File: src/rtl/draw_arbiter_pkg.sv
// draw_arbiter_pkg
//   Shared definitions for the VGA pixel-port arbiter: FSM state encoding,
//   pixel field widths, default screen dimensions and the on-screen test
//   used by the optional clipping feature (DRAW_ARB_CLIP_EN).
package draw_arbiter_pkg;

  typedef enum logic [1:0] {
    DA_IDLE    = 2'd0,
    DA_GRANT   = 2'd1,
    DA_BURST   = 2'd2,
    DA_RELEASE = 2'd3
  } da_state_t;

  localparam int DA_COORD_W  = 10;
  localparam int DA_COLOUR_W = 3;

  localparam int DA_SCREEN_W = 160;
  localparam int DA_SCREEN_H = 120;

  // True when (x, y) lies inside a w x h screen.
  function automatic logic da_on_screen(input logic [DA_COORD_W-1:0] x,
                                        input logic [DA_COORD_W-1:0] y,
                                        input int w,
                                        input int h);
    return (int'(x) < w) && (int'(y) < h);
  endfunction

endpackage

File: src/rtl/draw_arbiter_rr_picker.sv
// rr_picker
//   Combinational round-robin selection. Scans requesters starting just
//   after last_owner and wrapping modulo N; the first set req bit wins.
//
// Ports:
//   req         in   N      request vector
//   last_owner  in   IDX_W  index of the most recent owner
//   sel         out  N      one-hot winner (all zero when no request)
//   index       out  IDX_W  winner index (0 when no request)
//   any         out  1      at least one request present
module rr_picker
  import draw_arbiter_pkg::*;
#(
  parameter int N     = 4,
  parameter int IDX_W = 2
) (
  input  logic [N-1:0]     req,
  input  logic [IDX_W-1:0] last_owner,
  output logic [N-1:0]     sel,
  output logic [IDX_W-1:0] index,
  output logic             any
);

  localparam int SEL_W = (N > 1) ? $clog2(N) : 1;

  logic             found;
  logic [SEL_W-1:0] cand;

  always_comb begin
    sel   = '0;
    index = '0;
    found = 1'b0;
    cand  = '0;
    // k runs 1..N so last_owner itself is checked last.
    for (int k = 1; k <= N; k++) begin
      cand = SEL_W'((int'(last_owner) + k) % N);
      if (!found && req[cand]) begin
        found     = 1'b1;
        sel[cand] = 1'b1;
        index     = IDX_W'(cand);
      end
    end
  end

  assign any = |req;

endmodule

File: src/rtl/draw_arbiter.sv
// draw_arbiter
//   Round-robin owner of the single VGA pixel-write port shared by the
//   drawing engines (ball, bricks, platform, loader). An engine raises req,
//   receives a registered one-hot gnt, streams pixels and ends its burst
//   with a done pulse or by dropping req. A burst watchdog forcibly releases
//   an owner after MAX_BURST cycles and pulses timeout_err.
//
//   Optional build macro DRAW_ARB_CLIP_EN: forwarded pixels outside
//   SCREEN_W x SCREEN_H keep their coordinates on the outputs but have
//   writeEn held low.
//
// Ports:
//   clk          in   1       system clock
//   reset        in   1       synchronous active-high reset
//   req          in   N       per-engine request level
//   done         in   N       per-engine completion pulse
//   pix_x        in   N*10    packed x, requester i at [10i+9:10i]
//   pix_y        in   N*10    packed y
//   pix_colour   in   N*3     packed colour
//   pix_we       in   N       per-engine write strobe
//   gnt          out  N       one-hot grant
//   owner        out  IDX_W   current owner index (valid while busy)
//   busy         out  1       port owned (GRANT..RELEASE)
//   x_out        out  10      to VGA adapter
//   y_out        out  10      to VGA adapter
//   colour_out   out  3       to VGA adapter
//   writeEn      out  1       to VGA adapter
//   timeout_err  out  1       one-cycle pulse on watchdog release
//
// state      | meaning
// -----------+-----------------------------------------------------------
// DA_IDLE    | port free; pick next requester after last_owner
// DA_GRANT   | one setup cycle, owner sees gnt, burst counter cleared
// DA_BURST   | owner pixels forwarded with 1-cycle latency
// DA_RELEASE | gnt and writeEn dropped, last_owner updated
module draw_arbiter
  import draw_arbiter_pkg::*;
#(
  parameter int N         = 4,
  parameter int IDX_W     = 2,
  parameter int MAX_BURST = 1024,
  parameter int SCREEN_W  = DA_SCREEN_W,
  parameter int SCREEN_H  = DA_SCREEN_H
) (
  input  logic                     clk,
  input  logic                     reset,
  input  logic [N-1:0]             req,
  input  logic [N-1:0]             done,
  input  logic [N*DA_COORD_W-1:0]  pix_x,
  input  logic [N*DA_COORD_W-1:0]  pix_y,
  input  logic [N*DA_COLOUR_W-1:0] pix_colour,
  input  logic [N-1:0]             pix_we,
  output logic [N-1:0]             gnt,
  output logic [IDX_W-1:0]         owner,
  output logic                     busy,
  output logic [DA_COORD_W-1:0]    x_out,
  output logic [DA_COORD_W-1:0]    y_out,
  output logic [DA_COLOUR_W-1:0]   colour_out,
  output logic                     writeEn,
  output logic                     timeout_err
);

  localparam int              CNT_W    = $clog2(MAX_BURST) + 1;
  localparam logic [CNT_W-1:0] CNT_LAST = CNT_W'(MAX_BURST - 1);
  localparam logic [CNT_W-1:0] CNT_SAT  = '1;

`ifdef DRAW_ARB_CLIP_EN
  localparam logic CLIP_EN = 1'b1;
`else
  localparam logic CLIP_EN = 1'b0;
`endif

  da_state_t        state;
  logic [IDX_W-1:0] last_owner;
  logic [CNT_W-1:0] burst_cnt;

  logic [N-1:0]     pick_sel;
  logic [IDX_W-1:0] pick_idx;
  logic             pick_any;

  rr_picker #(
    .N     (N),
    .IDX_W (IDX_W)
  ) u_picker (
    .req        (req),
    .last_owner (last_owner),
    .sel        (pick_sel),
    .index      (pick_idx),
    .any        (pick_any)
  );

  // Unpack per-requester pixel fields so the owner mux is a plain array read.
  logic [DA_COORD_W-1:0]  x_arr      [N];
  logic [DA_COORD_W-1:0]  y_arr      [N];
  logic [DA_COLOUR_W-1:0] colour_arr [N];

  for (genvar i = 0; i < N; i++) begin : g_unpack
    assign x_arr[i]      = pix_x[DA_COORD_W*i +: DA_COORD_W];
    assign y_arr[i]      = pix_y[DA_COORD_W*i +: DA_COORD_W];
    assign colour_arr[i] = pix_colour[DA_COLOUR_W*i +: DA_COLOUR_W];
  end

  logic [DA_COORD_W-1:0]  own_x;
  logic [DA_COORD_W-1:0]  own_y;
  logic [DA_COLOUR_W-1:0] own_colour;
  logic                   own_we;
  logic                   own_done;
  logic                   own_req;
  logic                   own_visible;
  logic                   fwd_we;
  logic                   burst_end;
  logic                   burst_timeout;

  assign own_x       = x_arr[owner];
  assign own_y       = y_arr[owner];
  assign own_colour  = colour_arr[owner];
  assign own_we      = pix_we[owner];
  assign own_done    = done[owner];
  assign own_req     = req[owner];
  assign own_visible = da_on_screen(own_x, own_y, SCREEN_W, SCREEN_H);

  // With clipping compiled out CLIP_EN is 0 and the screen test folds away.
  assign fwd_we = own_we & (~CLIP_EN | own_visible);

  // A normal end takes priority over the watchdog in the same cycle.
  assign burst_end     = own_done | ~own_req;
  assign burst_timeout = ~burst_end & (burst_cnt == CNT_LAST);

  always_ff @(posedge clk) begin
    if (reset) begin
      state       <= DA_IDLE;
      gnt         <= '0;
      owner       <= '0;
      busy        <= 1'b0;
      x_out       <= '0;
      y_out       <= '0;
      colour_out  <= '0;
      writeEn     <= 1'b0;
      timeout_err <= 1'b0;
      last_owner  <= IDX_W'(N - 1);
      burst_cnt   <= '0;
    end else begin
      timeout_err <= 1'b0;
      case (state)
        DA_IDLE: begin
          writeEn <= 1'b0;
          if (pick_any) begin
            gnt   <= pick_sel;
            owner <= pick_idx;
            busy  <= 1'b1;
            state <= DA_GRANT;
          end
        end

        DA_GRANT: begin
          writeEn   <= 1'b0;
          burst_cnt <= '0;
          state     <= DA_BURST;
        end

        DA_BURST: begin
          // The pixel in the exit cycle is still forwarded.
          x_out      <= own_x;
          y_out      <= own_y;
          colour_out <= own_colour;
          writeEn    <= fwd_we;
          if (burst_cnt != CNT_SAT) begin
            burst_cnt <= burst_cnt + 1'b1;
          end
          if (burst_end) begin
            state <= DA_RELEASE;
          end else if (burst_timeout) begin
            timeout_err <= 1'b1;
            state       <= DA_RELEASE;
          end
        end

        DA_RELEASE: begin
          gnt        <= '0;
          writeEn    <= 1'b0;
          busy       <= 1'b0;
          last_owner <= owner;
          state      <= DA_IDLE;
        end

        default: begin
          state <= DA_IDLE;
        end
      endcase
    end
  end

endmodule

File: config.mk
export PLATFORM = sky130hd
export DESIGN_NAME = draw_arbiter
export DESIGN_NICKNAME = d
export VERILOG_FILES = /design/src/rtl/draw_arbiter_pkg.sv /design/src/rtl/draw_arbiter_rr_picker.sv /design/src/rtl/draw_arbiter.sv
export SDC_FILE = /design/constraint.sdc
export NUM_CORES = 1
export LEC_CHECK = 0
export BUFFER_PORTS_ARGS = -buffer_cell sky130_fd_sc_hd__buf_2
export CAP_MARGIN = 25
export CORE_MARGIN = 5
export CORE_UTILIZATION = 50
export CTS_BUF_LIST = sky130_fd_sc_hd__clkbuf_16
export DETAILED_ROUTE_END_ITERATION = 8
export PLACE_DENSITY = 0.89
export SYNTH_ARGS = -nofsm -noshare
export SYNTH_HDL_FRONTEND = slang
export SYNTH_SLANG_ARGS = --single-unit
export TNS_END_PERCENT = 5
File: constraint.sdc
create_clock -name clk -period 6.3 [get_ports clk]
set_input_delay 0.63 -clock clk [delete_from_list [all_inputs] [get_ports clk]]
set_output_delay 0.63 -clock clk [all_outputs]
set_load 0.05 [all_outputs]
==> out/results.tsv <==
metric	value	unit
netlist_instances	311	
cts_root_buf	clkbuf_16	
final_hold_viol_count	0	
max_freq	378	MHz
final_common_cell	buf_2	
fp.dieW	88.6	µm
dieHeight	88.6	µm
synth_edf_count	0	
critPathKind	register to register	
fillers	464	
grt_max_degree	43	
slew_headroom	39.1	%
synthTopCellsByArea	dfxtp_1, mux4_2, mux2i_1	
met1_usage	27.2	%
async_flop_share	0	%
critPathArrivalTime	2.82	ns
synth.avg_cell_area	9.92	µm²
outcome	finished, final reports clean	
crit_chain	inv_2, ha_1, mux4_2, nor2b_4, a22oi_1, a211oi_1, a221o_1	
use_met3	6.24	%
grt_pass1_vias	2949	
grt_usage	22.7	%
setup_viol	0	
antenna_found_initial	0	
ctsHoldBuffers	0	
num_vias	3005	
drc	0	
final.period_utilization	42.0	%
post-route-util	66.1	%
irDropWorstVdd	0.000269	V
worstHoldStart	gnt[2]$_SDFFE_PP0P_	
cp_slowest_cell	dfxtp_1	
busiest_layer	met2	
netlist.area_leader.share	30.5	%
clk_pin_slew	0.06	ns
area_delta_synth_final	27.7	%
insertedDiodeCount	0	
h-tree-depth	2	
synth-main-ff-cell	dfxtp_1	
use_met2	39.2	%
layout_setup_ws	3.66	ns
cp-end-kind	register	
avgRoutedWirePerCell	17.9	µm
worst-path-max-fanout	20	
start_util	51.8	%
drt_iter0_drc	137	
ys_ff_latch	47	
cts_tree	done	
dieArea	7840	µm²
rsz0062_at_grt	false	
worstReg2RegStart	last_owner[0]$_SDFFE_PP1P_	
tightestPinTransition	0.914	ns
leakage	1.69	nW
cts_buffers	5	
drt-vias-per-instance	5.92	
synth.largest_area_cell	dfxtp_1	
clk_path_buf_depth	2	
final_cell_mix	buf_2, dfxtp_1, nor2_1, mux2i_1, mux4_2	
slowest_delay	0.81	ns
cap_violations	0	
cts_setup_buffers	0	
ant_nets	0	
crit_start	last_owner[0]$_SDFFE_PP1P_	
clock_skew	0.00536	ns
ys_warn_count	0	
finalCriticalPeriod	2.64	ns
grt_pass1_wl	13.8	mm
crit_required	6.48	ns
dp_hpwl	6.93	mm
post_cts_resized	0	
tns	0	ns
first_pass_iters	4	
cts_sinks	47	
drive_above_1_share	42.3	%
grt_overflow	0	
routed_wl	9.10	mm
synth_nets	430	
portBuffers	137	
worst_hold_path_type	register to register	
netlist_area	3090	µm²
p_per_area	401	nW/µm²
nets	551	
ioPinCount	138	
row_count	28	
seq_area_frac_synth	30.5	%
gp_congestion	0.893	
final_max_slew_viol_count	0	
startpoint_type	register	
pre_cts_ws	3.74	ns
clk_latency	0.29	ns
synth_cell_type_count	45	
core	5960	µm²
==> worst paths after layout <==
kind,slack (ns),end,cells after the start
worst max register to register,3.66,gnt[1]$_SDFFE_PP0P_,7
worst min register to register,0.48,gnt[2]$_SDFFE_PP0P_,1
worst min-delay path,0.48,gnt[2]$_SDFFE_PP0P_,1
worst max-delay path,3.66,gnt[1]$_SDFFE_PP0P_,7
==> sequential cells by signal (all words and copies together), names as in the netlist <==
register     flops
timeout_err      1
gnt              4
writeEn          1
busy             1
last_owner       2
colour_out       3
state            2
burst_cnt       11
owner            2
y_out           10
x_out           10
==> cell usage after synthesis, types with 2 or more instances <==
cell / number
nor4b_1: 2
a311oi_1: 3
clkbuf_1: 9
nand2b_1: 4
nand3b_1: 5
a221o_1: 4
ha_1: 13
mux2i_1: 28
dfxtp_1: 47
xnor2_1: 2
a31oi_1: 7
and4_1: 3
nand3_1: 8
nand2_1: 16
a221oi_1: 3
a22oi_1: 4
and3_1: 2
nand4_1: 5
nor4_1: 6
mux4_2: 26
a21oi_1: 13
o21ai_0: 3
buf_2: 13
a2111oi_2: 2
nor2_1: 43
o311ai_1: 5
o211ai_1: 2
nor3_1: 3
inv_2: 2
a211oi_1: 6
inv_1: 7
or2_2: 2
==> report_power, final <==
part / internal [W] / switching, W
Clock: 0.000185 / 0.000110
Sequential: 0.000368 / 0.0000869
Combinational: 0.000335 / 0.000494
Total: 0.000888 / 0.000691
==> final cells by class <==
class	instances	area (µm²)	area share, %
clock buffer	5	125	3.18
clock inverter	3	38.8	0.985
inverter	9	33.8	0.858
multi-input combinational	230	1990	50.6
sequential	47	942	23.9
tap	75	93.8	2.38
timing repair buffer	139	713	18.1
==> per-stage QoR <==
stage          total power, W  std cells  hold WS [ns]  instance area (µm²)
2_1_floorplan         0.00110        311         0.498                 3090
3_3_place_gp          0.00125        499         0.470                 3750
3_5_place_dp          0.00128        499         0.477                 3750
4_1_cts               0.00158        507         0.491                 3920
5_1_grt               0.00167        508         0.519                 3940
6_report              0.00158        508         0.483                 3940
==> per-layer routing <==
layer | share of wire [%] | vias up
met2 | 53 | 127
li1 | - | 1423
met1 | 37 | 1438
met4 | 2.0 | 0
met3 | 7.2 | 17
met5 | 0 | -
==> critical path, delay by kind of cell, from the launching register on <==
family	cells	cell delay (ns)
compound gates	3	0.57
fa+ha+maj	1	0.50
buf+inv	1	0.17
flops	1	0.81
mux	1	0.34
simple gates	1	0.15
==> cell families after synthesis <==
family	Yosys count	synth area share, %
AND/OR/NAND/NOR	104	16.9
AO/OA/AOI/OAI	56	13.3
multiplexers	55	28.4
flip-flops	47	30.5
buffers and inverters	34	5.03
adder cells (fa/ha/maj)	13	5.27
XOR/XNOR	2	0.568
(Power assumes the default switching activity.)
